[src/rtl/multicycle_controller_pkg.sv]
// multicycle_controller_pkg: FSM state encodings, write-back selects and instruction classes.
package multicycle_controller_pkg;
    localparam int ILEN = 32;
    localparam logic [2:0] ST_IDLE   = 3'd0;
    localparam logic [2:0] ST_FETCH  = 3'd1;
    localparam logic [2:0] ST_DECODE = 3'd2;
    localparam logic [2:0] ST_EXEC   = 3'd3;
    localparam logic [2:0] ST_RETIRE = 3'd4;
    localparam logic [2:0] ST_TRAP   = 3'd5;
    localparam logic [1:0] WB_ALU  = 2'b00;
    localparam logic [1:0] WB_DMEM = 2'b01;
    localparam logic [1:0] WB_PC4  = 2'b10;
    localparam logic [1:0] WB_IMM  = 2'b11;
    typedef enum logic [2:0] {OP_NONE, OP_ADD, OP_SUB, OP_SW, OP_LW, OP_ADDI, OP_LUI, OP_JAL} op_e;
    // Decoder one-hots are meant to be exclusive; resolve overlaps by fixed priority.
    function automatic op_e decode_op(input logic add, sub, sw, lw, addi, lui, jal);
        return jal ? OP_JAL : lui ? OP_LUI : lw ? OP_LW : sw ? OP_SW :
               addi ? OP_ADDI : sub ? OP_SUB : add ? OP_ADD : OP_NONE;
    endfunction
    function automatic logic [1:0] wb_of(input op_e op);
        return op == OP_LW ? WB_DMEM : op == OP_JAL ? WB_PC4 : op == OP_LUI ? WB_IMM : WB_ALU;
    endfunction
endpackage

[src/rtl/multicycle_controller_if.sv]
// multicycle_controller_if: instruction- and data-memory handshakes between controller and memories.
interface multicycle_controller_if;
    import multicycle_controller_pkg::*;
    logic            imem_req;
    logic            imem_ready;
    logic [ILEN-1:0] imem_rdata;
    logic            dmem_req;
    logic            dmem_we;
    logic            dmem_ready;
    modport master(output imem_req, dmem_req, dmem_we, input imem_ready, imem_rdata, dmem_ready);
    modport slave(input imem_req, dmem_req, dmem_we, output imem_ready, imem_rdata, dmem_ready);
endinterface

[src/rtl/multicycle_controller_pc_unit.sv]
// multicycle_controller_pc_unit: PC register; advances by 4, or by the JAL offset, on retire.
module multicycle_controller_pc_unit #(
    parameter int XLEN = 32,
    parameter logic [XLEN-1:0] RESET_PC = '0
) (
    input  logic            clk,
    input  logic            rst,
    input  logic            adv,
    input  logic            jal,
    input  logic [31:0]     imm,
    output logic [XLEN-1:0] pc
);
    logic            unused_imm;
    logic [XLEN-1:0] offset;
    assign unused_imm = &{1'b0, imm[31:20]};
    // JAL immediate is a halfword offset: sign-extend the 20-bit field and shift left by one.
    assign offset = {{11{imm[19]}}, imm[19:0], 1'b0};
    always_ff @(posedge clk) begin
        if (rst)
            pc <= RESET_PC;
        else if (adv)
            pc <= pc + (jal ? offset : XLEN'(4));
    end
endmodule

[src/rtl/multicycle_controller.sv]
// multicycle_controller: FETCH/DECODE/EXEC/RETIRE sequencer owning IR and PC, emitting per-cycle datapath strobes.
module multicycle_controller
    import multicycle_controller_pkg::*;
#(
    parameter int XLEN = 32,
    parameter logic [XLEN-1:0] RESET_PC = '0
) (
    input  logic                   clk,
    input  logic                   rst,
    input  logic                   run,
    multicycle_controller_if.master bus,
    output logic [ILEN-1:0]        ir,
    input  logic                   ins_ADD,
    input  logic                   ins_SUB,
    input  logic                   ins_SW,
    input  logic                   ins_LW,
    input  logic                   ins_ADDI,
    input  logic                   ins_LUI,
    input  logic                   ins_JAL,
    input  logic [31:0]            IM,
    input  logic [1:0]             cnt_set,
    output logic [XLEN-1:0]        pc,
    output logic [1:0]             step,
    output logic                   alu_sub,
    output logic                   alu_b_imm,
    output logic                   reg_we,
    output logic [1:0]             wb_sel,
    output logic                   busy,
    output logic                   retire,
    output logic                   illegal
);
    logic [2:0] state;
    logic [1:0] step_max;
    op_e        op;
    op_e        dec_op;
    logic       mem_op;
    logic       last_step;
    logic       op_phase;

    assign dec_op         = decode_op(ins_ADD, ins_SUB, ins_SW, ins_LW, ins_ADDI, ins_LUI, ins_JAL);
    assign mem_op         = op == OP_LW || op == OP_SW;
    assign last_step      = state == ST_EXEC && step == step_max;
    assign op_phase       = state == ST_EXEC || state == ST_RETIRE;
    assign bus.imem_req   = state == ST_FETCH;
    assign bus.dmem_req   = last_step && mem_op;
    assign bus.dmem_we    = bus.dmem_req && op == OP_SW;
    assign alu_sub        = op_phase && op == OP_SUB;
    assign alu_b_imm      = op_phase && (op == OP_ADDI || op == OP_LW || op == OP_SW);
    assign retire         = state == ST_RETIRE;
    assign reg_we         = retire && op != OP_SW;
    assign wb_sel         = retire ? wb_of(op) : WB_ALU;
    assign busy           = state != ST_IDLE && state != ST_TRAP;

    always_ff @(posedge clk) begin
        if (rst) begin
            state    <= ST_IDLE;
            ir       <= '0;
            op       <= OP_NONE;
            step     <= '0;
            step_max <= '0;
            illegal  <= 1'b0;
        end else begin
            case (state)
                ST_IDLE:   if (run) state <= ST_FETCH;
                ST_FETCH:  if (bus.imem_ready) begin
                    ir    <= bus.imem_rdata;
                    state <= ST_DECODE;
                end
                ST_DECODE: if (dec_op == OP_NONE) begin
                    illegal <= 1'b1;
                    state   <= ST_TRAP;
                end else begin
                    op       <= dec_op;
                    step_max <= cnt_set;
                    step     <= '0;
                    state    <= ST_EXEC;
                end
                // Memory ops park on the last step until the data access completes.
                ST_EXEC:   if (step != step_max)
                    step <= step + 2'd1;
                else if (!mem_op || bus.dmem_ready) begin
                    step  <= '0;
                    state <= ST_RETIRE;
                end
                ST_RETIRE: state <= run ? ST_FETCH : ST_IDLE;
                default:   state <= state;
            endcase
        end
    end

    multicycle_controller_pc_unit #(.XLEN(XLEN), .RESET_PC(RESET_PC)) u_pc (
        .clk (clk),
        .rst (rst),
        .adv (retire),
        .jal (op == OP_JAL),
        .imm (IM),
        .pc  (pc)
    );
endmodule
[src/flat_wrapper.sv]
// flat-port wrapper written by rule: the top's interface ports become plain ports
module multicycle_controller_flat import multicycle_controller_pkg::*;
#(
    parameter int XLEN = 32,
    parameter logic [XLEN-1:0] RESET_PC = '0
)
  (clk, rst, run, ir, ins_ADD, ins_SUB, ins_SW, ins_LW, ins_ADDI, ins_LUI, ins_JAL, IM, cnt_set, pc, step, alu_sub, alu_b_imm, reg_we, wb_sel, busy, retire, illegal, bus_imem_req, bus_dmem_req, bus_dmem_we, bus_imem_ready, bus_imem_rdata, bus_dmem_ready);
  multicycle_controller_if bus_i ();
  input  logic clk;
  input  logic rst;
  input  logic run;
  output logic [ILEN-1:0] ir;
  input  logic ins_ADD;
  input  logic ins_SUB;
  input  logic ins_SW;
  input  logic ins_LW;
  input  logic ins_ADDI;
  input  logic ins_LUI;
  input  logic ins_JAL;
  input  logic [31:0] IM;
  input  logic [1:0] cnt_set;
  output logic [XLEN-1:0] pc;
  output logic [1:0] step;
  output logic alu_sub;
  output logic alu_b_imm;
  output logic reg_we;
  output logic [1:0] wb_sel;
  output logic busy;
  output logic retire;
  output logic illegal;
  output wire logic [$bits(bus_i.imem_req)-1:0] bus_imem_req;
  output wire logic [$bits(bus_i.dmem_req)-1:0] bus_dmem_req;
  output wire logic [$bits(bus_i.dmem_we)-1:0] bus_dmem_we;
  input wire logic [$bits(bus_i.imem_ready)-1:0] bus_imem_ready;
  input wire logic [$bits(bus_i.imem_rdata)-1:0] bus_imem_rdata;
  input wire logic [$bits(bus_i.dmem_ready)-1:0] bus_dmem_ready;
  assign bus_imem_req = bus_i.imem_req;
  assign bus_dmem_req = bus_i.dmem_req;
  assign bus_dmem_we = bus_i.dmem_we;
  assign bus_i.imem_ready = bus_imem_ready;
  assign bus_i.imem_rdata = bus_imem_rdata;
  assign bus_i.dmem_ready = bus_dmem_ready;
  multicycle_controller #(.XLEN(XLEN), .RESET_PC(RESET_PC)) u_core (.clk(clk), .rst(rst), .run(run), .bus(bus_i), .ir(ir), .ins_ADD(ins_ADD), .ins_SUB(ins_SUB), .ins_SW(ins_SW), .ins_LW(ins_LW), .ins_ADDI(ins_ADDI), .ins_LUI(ins_LUI), .ins_JAL(ins_JAL), .IM(IM), .cnt_set(cnt_set), .pc(pc), .step(step), .alu_sub(alu_sub), .alu_b_imm(alu_b_imm), .reg_we(reg_we), .wb_sel(wb_sel), .busy(busy), .retire(retire), .illegal(illegal));
endmodule
[config.mk]
export PLATFORM = sky130hd
export DESIGN_NAME = multicycle_controller_flat
export DESIGN_NICKNAME = d
export VERILOG_FILES = /design/src/rtl/multicycle_controller_pkg.sv /design/src/rtl/multicycle_controller_if.sv /design/src/rtl/multicycle_controller_pc_unit.sv /design/src/rtl/multicycle_controller.sv /design/src/flat_wrapper.sv
export SDC_FILE = /design/constraint.sdc
export NUM_CORES = 1
export LEC_CHECK = 0
export CORE_MARGIN = 3
export CORE_UTILIZATION = 52
export CTS_BUF_LIST = sky130_fd_sc_hd__clkbuf_4
export DETAILED_ROUTE_END_ITERATION = 10
export GPL_TIMING_DRIVEN = 0
export PLACE_DENSITY = 0.89
export SLEW_MARGIN = 20
export SYNTH_ARGS = -nofsm -noshare
export SYNTH_HDL_FRONTEND = slang
export SYNTH_SLANG_ARGS = --single-unit
[constraint.sdc]
create_clock -name clk -period 4.59 [get_ports clk]
set_input_delay 0.918 -clock clk [delete_from_list [all_inputs] [get_ports clk]]
set_output_delay 0.918 -clock clk [all_outputs]
set_load 0.02 [all_outputs]
==> flow_summary_export.csv <==
group,metric,value,unit
global_routing,grt.met2_usage,0.480,
critical_path,reg2reg_to,"u_core.u_pc.pc[24]",
critical_path,reg2regPathDepth,14,
placement,dpl.hpwl,11200,um
critical_path,arrival,2.92,ns
status,status,"finished, final reports clean",
clock_network,cts_buffers,9,
placement,routabilityCongestion,0.944,
worst_hold_path,hold_start,"u_core.ir[20]",
final_layout,syn_to_final_growth,37.3,%
logic_synthesis,yosys_warnings,0,
logic_synthesis,synth_top_area_share,0.315,
global_routing,grt_pass1_wl,23300,um
logic_synthesis,synth-edff-count,0,
power_and_ir_drop,powerDensity,238,mW/mm2
sta,setup_violations,0,
final_layout,nFillCells,697,
route,drt_first_pass_iters,7,
floorplanning,die_w,101,um
global_routing,gr-total-overflow,0,
critical_path,r2r_start,"u_core.op[0]",
global_routing,globalRouteTotalUtil,0.285,
global_routing,antenna_found_initial,0,
clock_network,clock_latency,0.44,ns
clock_network,clockBufferDepth,2,
worst_hold_path,hold_depth,2,
placement,placed_area,0.00623,mm2
sta,rsz0062_at_grt,"false",
critical_path,cp_max_fo,10,
critical_path,max_stage_delay,0.64,ns
route,drc_errors,0,
clock_network,path_clk_slew,0.13,ns
logic_synthesis,synth_cell_types,66,
global_routing,met3_usage,0.118,
floorplanning,core,0.00876,mm2
sta,maxSlewHeadroom,0.459,
route,vias_per_cell,5.88,
logic_synthesis,synthesis.area,0.00470,mm2
critical_path,critical_path.cell_chain,"buf_2 -> nor2_1 -> nand2_1 -> clkinv_1 -> clkbuf_1 -> and3_1 -> clkdlybuf4s50_1",
worst_hold_path,hold_path.class,"reg -> reg",
global_routing,met1_usage,0.329,
logic_synthesis,synth_area_per_cell,7.42,um2
clock_network,cts_resized,0,
logic_synthesis,ys_ff_latch,74,
critical_path,critPathKind,"reg -> out",
clock_network,clock_sinks,74,
worst_hold_path,min_to,"u_core.ir[20]",
route,wire_per_inst,16.8,um
floorplanning,num_io_pins,155,
sta,min_period,3.84,ns
logic_synthesis,syn_inst,633,
critical_path,crit_path_start_kind,"flop",
placement,numPortBuffers,140,
logic_synthesis,ys_top_cells_by_area,"dfxtp_1, nand2_1, a21oi_1",
job,drv_cap,0,
logic_synthesis,syn-num-nets,731,
logic_synthesis,synth.top_cells.by_count,"nand2_1, a21oi_1, dfxtp_1",
sta,post-route-period-util,0.837,
logic_synthesis,synth_top_cell_by_area,"dfxtp_1",
sta,whs,0.467,ns
floorplanning,floorplan.initialDensity,0.536,
critical_path,critPathCaptureType,"output port",
clock_network,holdBufCountCts,0,
critical_path,r2r_slack,0.75,ns
final_layout,drive_gt1_frac,0.0608,
global_routing,grt_pass1_vias,4891,
sta,maxSlewViolCount,0,
power_and_ir_drop,leakage,0.00248,uW
critical_path,cp.required,3.67,ns
power_and_ir_drop,ir_worst_vdd,0.000177,V
sta,tns,0,ns
final_layout,seqCellArea,0.00148,mm2
floorplanning,die-area,0.0102,mm2
floorplanning,die_height,101,um
global_routing,grt-busiest-layer,"met2",
sta,timing.fmax,260,MHz
final_layout,antenna_cells,0,
final_layout,multi_input_area,0.00297,mm2
route,ant_nets,0,
clock_network,clock_tree.root_cell,"clkbuf_4",
route,wl,15100,um
global_routing,grt_max_degree,14,
logic_synthesis,synthMostInstantiatedCell,"nand2_1",
clock_network,cts_setup_buffers,0,
logic_synthesis,synth_flop_cell,"dfxtp_1",
clock_network,tritoncts,"yes",
sta,final-hold-violation-count,0,
logic_synthesis,async_flop_share,0,
logic_synthesis,ys_seq_area_frac,0.315,
sta,worst_pin_slew,0.811,ns
floorplanning,num_rows,34,
route,via_count,5273,
clock_network,h-tree-depth,3,
final_layout,design_area,0.00644,mm2
final_layout,nets,882,
sta,clock_skew,0.0250,ns
critical_path,slowest_stage,"clkdlybuf4s50_1",
route,drtIter0Drc,300,
## report_power, final
part,switching (uW),internal (uW)
combinational,128,121
sequential,12.6,665
clock,265,340
## worst max path at each step
| stage | startpoint | depth (start not counted) | to | slack, ns |
|---|---|---|---|---|
| floorplan | IM[0] | 12 | u_core.u_pc.pc[27] | 1.45 |
| global placement | IM[1] | 11 | u_core.u_pc.pc[24] | 0.68 |
| detailed placement | IM[0] | 13 | u_core.u_pc.pc[27] | 0.64 |
| CTS | u_core.state[0] | 7 | wb_sel[1] | 0.77 |
| global route | u_core.op[0] | 14 | u_core.u_pc.pc[29] | 0.45 |
| finish | u_core.state[0] | 7 | wb_sel[1] | 0.75 |
## worst max-delay path, delay by kind of cell (launching register included)
kind,cells,cell delay [ns]
buffers and inverters,4,1.53
and+or+nand+nor,3,0.65
DFF,1,0.32
## metrics by stage
stage | setup slack, ns | power [uW] | instances | util
finish | 0.748 | 1530 | 897 | 0.735
CTS | 0.768 | 1540 | 897 | 0.735
floorplan | 1.45 | 811 | 633 | -
global placement | 0.681 | 934 | 881 | 0.711
global route | 0.448 | 1590 | 897 | 0.735
detailed placement | 0.637 | 940 | 881 | 0.711
## layout by cell type, fill, tap and decap left out, drive strengths merged, types with 11 or more instances in the layout
cell type      Yosys  final
a21o              12     12
a21oi             82     82
and2              24     24
and3              12     12
clkbuf            31     41
clkdlybuf4s50      0    140
dfxtp             74     74
ha                19     19
inv               11     12
nand2            112    112
nand3             14     14
nand4             11     11
nor2              47     47
nor3              26     26
o21ai             27     27
## flip-flops by register name, summed over array words and instances, names as in the netlist
| name | cells |
|---|---|
| u_core.illegal | 1 |
| u_core.step_max | 2 |
| u_core.state | 3 |
| u_core.step | 2 |
| u_core.op | 3 |
| u_core.ir | 32 |
| u_core.u_pc.pc | 31 |
## cell families after synthesis
group | synth area share
and+or+nand+nor | 0.298
muxes | 0.0317
buffers and inverters | 0.0514
DFF | 0.315
xor gates and xnor gates | 0.0280
adders and majority gates | 0.0549
AOI/OAI and AO/OA | 0.220
other | 0.000799
## area by class of cell
| class | instances | share of cell area |
|---|---|---|
| Buffer | 41 | 0.0305 |
| Clock buffer | 10 | 0.0116 |
| Clock inverter | 6 | 0.0214 |
| Inverter | 12 | 0.00699 |
| Multi-Input combinational cell | 506 | 0.461 |
| Sequential cell | 74 | 0.230 |
| Tap cell | 108 | 0.0210 |
| Timing Repair Buffer | 140 | 0.217 |
## layer usage
layer	vias up	wire length, um
li1	2529	-
met1	2423	5700
met2	289	7210
met3	32	1880
met4	0	298
met5	-	0
No activity file was read; power rests on OpenSTA's default activity.
